**src/rtl/game_state_controller.sv**
```systemverilog
// Game-level FSM: arming/start, lives, death/respawn delay with blinking
// lives display, game over and level count. All outputs are registered.
module game_state_controller #(
  parameter logic [3:0]  C_LIVES_INI    = 4'b1111,
  parameter int unsigned C_DEATH_DELAY  = 25000000,
  parameter int unsigned C_BLINK_PERIOD = 3125000,
  parameter int unsigned C_MAX_LEVEL    = 9
) (
  input  logic       i_Clk,
  input  logic       i_Rst,
  input  logic       i_Start,
  input  logic       i_Has_Collided,
  input  logic       i_Level_Up,
  output logic       o_Game_Active,
  output logic [3:0] o_Lives,
  output logic [3:0] o_Level,
  output logic       o_Death_Pulse,
  output logic       o_Respawn,
  output logic       o_Blink,
  output logic       o_Game_Over
);

  localparam int unsigned      DLY_W    = $clog2(C_DEATH_DELAY);
  localparam int unsigned      BLK_W    = $clog2(C_BLINK_PERIOD + 1);
  localparam logic [DLY_W-1:0] DLY_LOAD = DLY_W'(C_DEATH_DELAY - 1);
  localparam logic [BLK_W-1:0] BLK_LAST = BLK_W'(C_BLINK_PERIOD - 1);
  localparam logic [3:0]       LVL_MAX  = 4'(C_MAX_LEVEL);

  typedef enum logic [1:0] {
    S_IDLE      = 2'd0,
    S_RUNNING   = 2'd1,
    S_DYING     = 2'd2,
    S_GAME_OVER = 2'd3
  } state_t;

  state_t           state_q, state_d;
  logic             armed_q, armed_d;
  logic [3:0]       lives_q, lives_d;
  logic [3:0]       level_q, level_d;
  logic             blink_q, blink_d;
  logic             death_pulse_q, death_pulse_d;
  logic             respawn_q, respawn_d;
  logic [DLY_W-1:0] delay_cnt_q, delay_cnt_d;
  logic [BLK_W-1:0] blink_cnt_q, blink_cnt_d;
  logic             game_active_q, game_active_d;
  logic             game_over_q, game_over_d;
  logic [3:0]       lives_out_q, lives_out_d;

  // Next-state, counters and registered-output values
  always_comb begin
    state_d       = state_q;
    armed_d       = armed_q;
    lives_d       = lives_q;
    level_d       = level_q;
    blink_d       = blink_q;
    death_pulse_d = 1'b0;
    respawn_d     = 1'b0;
    delay_cnt_d   = delay_cnt_q;
    blink_cnt_d   = blink_cnt_q;

    case (state_q)
      S_IDLE: begin
        if (!i_Start) armed_d = 1'b1;
        if (armed_q && i_Start) state_d = S_RUNNING;
      end
      S_RUNNING: begin
        if (i_Has_Collided) begin
          death_pulse_d = 1'b1;
          if (lives_q != 4'd0) lives_d = lives_q >> 1;
          if (lives_d == 4'd0) begin
            state_d = S_GAME_OVER;
            armed_d = 1'b0;
          end else begin
            state_d     = S_DYING;
            delay_cnt_d = DLY_LOAD;
            blink_cnt_d = '0;
            blink_d     = 1'b1;
          end
        end else if (i_Level_Up && (level_q < LVL_MAX)) begin
          level_d = level_q + 4'd1;
        end
      end
      S_DYING: begin
        if (delay_cnt_q == '0) begin
          state_d   = S_IDLE;
          armed_d   = 1'b0;
          respawn_d = 1'b1;
          blink_d   = 1'b1;
        end else begin
          delay_cnt_d = delay_cnt_q - 1'b1;
          if (blink_cnt_q == BLK_LAST) begin
            blink_cnt_d = '0;
            blink_d     = ~blink_q;
          end else begin
            blink_cnt_d = blink_cnt_q + 1'b1;
          end
        end
      end
      S_GAME_OVER: begin
        if (!i_Start) armed_d = 1'b1;
        if (armed_q && i_Start) begin
          state_d   = S_IDLE;
          armed_d   = 1'b0;
          lives_d   = C_LIVES_INI;
          level_d   = 4'd0;
          respawn_d = 1'b1;
        end
      end
      default: begin
        state_d = S_IDLE;
        armed_d = 1'b0;
      end
    endcase

    // Outputs follow the next state so they line up with it after the edge
    game_active_d = (state_d == S_RUNNING);
    game_over_d   = (state_d == S_GAME_OVER);
    if (state_d == S_GAME_OVER)             lives_out_d = 4'd0;
    else if (state_d == S_DYING && !blink_d) lives_out_d = 4'd0;
    else                                     lives_out_d = lives_d;
  end

  // State and output registers, async reset to power-up values
  always_ff @(posedge i_Clk or posedge i_Rst) begin
    if (i_Rst) begin
      state_q       <= S_IDLE;
      armed_q       <= 1'b0;
      lives_q       <= C_LIVES_INI;
      level_q       <= 4'd0;
      blink_q       <= 1'b1;
      death_pulse_q <= 1'b0;
      respawn_q     <= 1'b0;
      delay_cnt_q   <= '0;
      blink_cnt_q   <= '0;
      game_active_q <= 1'b0;
      game_over_q   <= 1'b0;
      lives_out_q   <= C_LIVES_INI;
    end else begin
      state_q       <= state_d;
      armed_q       <= armed_d;
      lives_q       <= lives_d;
      level_q       <= level_d;
      blink_q       <= blink_d;
      death_pulse_q <= death_pulse_d;
      respawn_q     <= respawn_d;
      delay_cnt_q   <= delay_cnt_d;
      blink_cnt_q   <= blink_cnt_d;
      game_active_q <= game_active_d;
      game_over_q   <= game_over_d;
      lives_out_q   <= lives_out_d;
    end
  end

  assign o_Game_Active = game_active_q;
  assign o_Lives       = lives_out_q;
  assign o_Level       = level_q;
  assign o_Death_Pulse = death_pulse_q;
  assign o_Respawn     = respawn_q;
  assign o_Blink       = blink_q;
  assign o_Game_Over   = game_over_q;

endmodule

```
**config.mk**
```make
export PLATFORM = sky130hd
export DESIGN_NAME = game_state_controller
export DESIGN_NICKNAME = d
export VERILOG_FILES = /design/src/rtl/game_state_controller.sv
export SDC_FILE = /design/constraint.sdc
export NUM_CORES = 1
export LEC_CHECK = 0
export ABC_AREA = 1
export CAP_MARGIN = 20
export CELL_PAD_IN_SITES_DETAIL_PLACEMENT = 0
export CELL_PAD_IN_SITES_GLOBAL_PLACEMENT = 1
export CORE_ASPECT_RATIO = 1.2
export CORE_MARGIN = 3
export CORE_UTILIZATION = 45
export DETAILED_ROUTE_END_ITERATION = 10
export GPL_TIMING_DRIVEN = 0
export PLACE_DENSITY_LB_ADDON = 0.15
export SLEW_MARGIN = 20
export SYNTH_ARGS = -nofsm -noshare
export SYNTH_HDL_FRONTEND = slang
export SYNTH_SLANG_ARGS = --single-unit
```
**constraint.sdc**
```tcl
create_clock -name i_Clk -period 4.1 [get_ports i_Clk]
set_input_delay 1.025 -clock i_Clk [delete_from_list [all_inputs] [get_ports i_Clk]]
set_output_delay 1.025 -clock i_Clk [all_outputs]
set_load 0.1 [all_outputs]
```
# == Word level (Yosys, flattened, before mapping) ==
# Cells that the tools add are included.
# totals
regBits,67
out_inout_bits,13
elab_cells,88
# op_classes
add_sub_neg,3
order_cmp,1
n_eq_ne,15
muxes,43
bitwise,1
n_reduce_logical,13
# op_table
cell,n
22-bit 2-to-1 mux,4
25-bit 2-to-1 mux,3
25-bit case mux with 2 select lines,1
22-bit case mux with 2 select lines,1
4-bit 2-to-1 mux,10
25-bit logical NOT,1
"25-bit by 1-bit subtractor with 25-bit output, second input constant",1
"22-bit by 1-bit adder with 22-bit output, second input constant",1
"22-bit equality test, second input constant",1
"2-bit != test, second input constant",8
4-bit case mux with 2 select lines,2
1-bit 2-to-1 mux,14
"2-bit equality test, second input constant",4
2-bit 2-to-1 mux,4
2-bit case mux with 4 select lines,1
4-bit AND reduction,2
"4-bit by 1-bit adder with 4-bit output, second input constant",1
"2-bit by 1-bit equality test with 1-bit output, second input constant",2
4-bit logical NOT,1
"4-bit less-than comparator, second input constant",1
1-bit case mux with 2 select lines,2
1-bit case mux with 4 select lines,1
2-bit nonzero test,2
4-bit nonzero test,1
5 further kinds,7

# == Longest topological paths before layout ==
# logic_depth
word_depth,12
mapped_depth,15
mapped_depth_nobuf,14

# == Least setup slack after synthesis ==
# Ideal clock, no wire load.
# synth_timing
path_type,flip-flop to flip-flop
startpoint,reg level_q[0] (netlist: o_Level[0])
endpoint,reg level_q[2] (netlist: o_Level[2])
setup_time_ns,0.077
arrival_ns,1.917
t_required_ns,4.023
slack_ns,2.106
path_stages_with_launch,10
path_buffers,0
synth_period_minus_slack_ns,1.994
path_cell_list,dfrtp_1 -> inv_1 -> ha_1 -> a21oi_1 -> o22ai_1 -> nand2_1 -> inv_1 -> nand2_1 -> o22ai_1 -> a21oi_1
# synth_between
elab_chain_len,4
# synth_lines
item,line_no,source
from (decl),39,"logic [3:0] level_q, level_d;"
from (signal assigned),142,level_q <= level_d;
4-bit by 1-bit adder with 4-bit output or 4-bit less-than comparator (tied branches),"80, 79",
4-bit 2-to-1 mux or 1-bit logical AND (tied branches),79,end else if (i_Level_Up && (level_q < LVL_MAX)) begin
4-bit 2-to-1 mux or 2-bit != test (tied branches),--,
4-bit case mux with 2 select lines or 4-bit AND reduction (tied branches),--,
# Several ways; a longest one is shown, not always the timed one. The select of a mux whose other input is x is not followed.
# A chain may end at the register's enable or synchronous reset.

# == Final worst setup path ==
# layout_timing
startpoint,reg blink_q (netlist: o_Blink)
endpoint,out o_Blink
# layout_rtl
item,line_no,source
from (decl),40,"logic blink_q, blink_d;"
from (signal assigned),143,blink_q <= blink_d;
to (decl),19,"output logic o_Blink,"
# No word-level cell between the ends.

==> run metrics <==
Top Layer Used=met4; clk buf depth=2; Crit-path slowest cell=clkdlybuf4s50_1; pwr/cell area=277.4 mW/mm²; Clock Power Share=46.2%; maximum vdd drop=0.1562 mV; # clock sinks=67; Slew Limit Fails=0; switching portion of total power=21.40%; most common cell after layout, fill and taps aside=nand2_1; vias in the first global route=3585; worst slew pin tran=0.9996 ns; drt drc=0; Avg Cell Area, Syn=7.361 µm²; postcts setup bufs=0; Area growth, synth to finish=13.77%; Hold Crit Class=reg2reg; hold_sp=delay_cnt_q[20]; max incr delay on CP=1.15 ns; via/cell ratio=5.158; kind of critical path=reg2out; Post-Syn Area=around 0.0040 mm²; final WL=10.02 mm; FF+latch count, synth=67; max_cap viols=0; CP Capture Type=primary output; Worst R2R Setup Slack=around 1.9 ns; Die X=between 90 and 100 µm; nets=589; relative slew slack=around 33%; Hold-fix buffers, CTS=0; CP Launch Point=o_Blink; Clock Latency Late Sink=0.35 ns; Final GP Congestion=0.9080; leakage=2.218 nW; initial core utilization=46.51%; WL met3=276 µm; met1 WL=4.555 mm; final setup fails=0; antenna violations before repair=0; CP top delay family=buffers and inverters; CTS tree=yes; DRT Pass-1 Iters=4; biggest area consumer among synthesized cells=dfrtp_1; Net Switching=0.2719 mW; Root Driver=clkbuf_8; CP Launch Type=register; register share of total power=around 52%; Antenna diodes=0; metal2 WL=4.830 mm; global-route wire length before repair=approximately 17 mm; logic gate share of total power=1.8%; Core Box Area=0.008657 mm²; register area share after synthesis=a little over two fifths; Vias=3600; critical register-to-register path endpoint=delay_cnt_q[3]; DR iter-0 viols=slightly below 200; largest cells by area after synthesis=dfrtp_1 (36%), nand2_1 (11%), inv_1 (7.1%); Clk pin slew, worst setup/hold paths=0.07 ns; GRT Total Usage=between 20 and 25%; drt wl/cell=14.36 µm; Site Rows=37; cts bufs inserted=9; Die ar.=0.01012 mm²; critical-path cell list=clkdlybuf4s50_1; htree depth=3; worst path bufs/invs=1; worst-path maximum fanout=4; WP data arrival=approximately 2.1 ns; Mapped Cells=547; final setup margin=1.021 ns; PortBufs=17; Crit Reg-Reg Startpoint=delay_cnt_q[0]; GR Overflow Total=0; top-area cell type share of the netlist area=36.05%; Setup TNS=0 ns; IO Pins=18; fin crit period=3.079 ns; status=finished, final reports clean; hold path depth=2; DP Wirelength=7.534 mm; R2R depth=13; share of cells above drive strength 1=roughly a tenth; clock skew=0.01295 ns; cell-internal power=0.9985 mW; most frequent cells in the layout=nand2_1 (118), inv_1 (75), nor2_1 (73), dfrtp_1 (58), nand3_1 (40); RSZ-0062 raised after global routing=no; Routed Antenna Nets=0; post-synth net total=560; Worst EP required=a little over 3 ns; WHS Endpoint=delay_cnt_q[20]; period utilization=75.11%; number of synthesis warnings=0; Place WS=1.341 ns; Die Y-Extent=109.6 µm; Unique masters post-synth=40; pin count of the biggest net entering global routing=46; Fin. Hold Viols=0; post-cts sizing count=0; fmax=0.3247 GHz
logic make-up after synthesis:
kind of cell / after synthesis / share of synthesized area [%]
adder cells (fa/ha/maj): 8 / 2.486
flip-flops: 67 / 41.92
buffers and inverters: 95 / 9.571
AO/OA/AOI/OAI: 80 / 11.16
XOR/XNOR: 17 / 3.698
AND/OR/NAND/NOR: 280 / 31.17
layer usage:
metal	up-vias	track usage, %
li1	1828	-
met1	1686	28.67
met2	62	36.24
met3	24	2.464
met4	0	11.68
met5	-	0
cell usage after synthesis, drive strengths merged:
| cell type | n |
|---|---|
| and3 | 1 |
| dfrtp | 58 |
| o211ai | 2 |
| and2 | 2 |
| a31oi | 1 |
| o31ai | 6 |
| nand3 | 42 |
| ha | 8 |
| nor3 | 9 |
| nand2 | 121 |
| o21a | 1 |
| a21oi | 21 |
| inv | 84 |
| nor2 | 77 |
| a32oi | 1 |
| xor2 | 17 |
| or2 | 3 |
| o21ai | 43 |
| a21o | 1 |
| clkbuf | 3 |
| o21bai | 1 |
| a22oi | 1 |
| o22ai | 2 |
| dfstp | 9 |
| nor4 | 5 |
| buf | 8 |
| nand3b | 3 |
| nand4 | 17 |
stage by stage:
stage | hold WS, ns | instance area, µm² | power (mW) | cells | util, %
after CTS | 0.5183 | 4581 | 1.287 | 698 | 52.91
after floorplan | 0.4729 | 4026 | 0.6845 | 547 | -
after detailed placement | 0.5028 | 4373 | 0.6973 | 682 | 50.51
final | 0.5161 | 4581 | 1.270 | 698 | 52.91
after global placement | 0.4882 | 4343 | 0.6928 | 681 | 50.17
after global routing | 0.5508 | 4581 | 1.313 | 698 | 52.91
flip-flops by register name, indices dropped and copies added, names as in the netlist, 2 cells and up:
register and flops:
blink_cnt_q 22, delay_cnt_q 25, lives_q 4, o_Level 4, o_Lives 4, state_q 2
area by class of cell:
type                            count  area (µm²)
Sequential cell                    67        1688
Inverter                           84       317.8
Multi-Input combinational cell    385        1953
Clock buffer                       14       172.7
Fill cell                         862        4076
Clock inverter                      2       35.03
Buffer                             11       70.07
Tap cell                          117       146.4
Timing Repair Buffer               18       197.7
power by group through the flow:
stage / Sequential (mW) / Combinational [mW] / Clock [mW]
floorplan: 0.673 / 0.0110 / 0
global placement: 0.673 / 0.0193 / 0
detailed placement: 0.673 / 0.0239 / 0
CTS: 0.661 / 0.0238 / 0.602
global route: 0.661 / 0.0261 / 0.627
finish: 0.661 / 0.0224 / 0.587
worst max path at each step:
| stage | slack (ns) | cells after the start | to |
|---|---|---|---|
| 2_1_floorplan | 1.41 | 1 | armed_q |
| 3_3_place_gp | 0.23 | 2 | delay_cnt_q[13] |
| 3_5_place_dp | 1.34 | 8 | delay_cnt_q[22] |
| 4_1_cts | 0.99 | 1 | o_Blink |
| 5_1_grt | 0.98 | 1 | o_Blink |
| 6_report | 1.02 | 1 | o_Blink |
(Power assumes the default switching activity.)
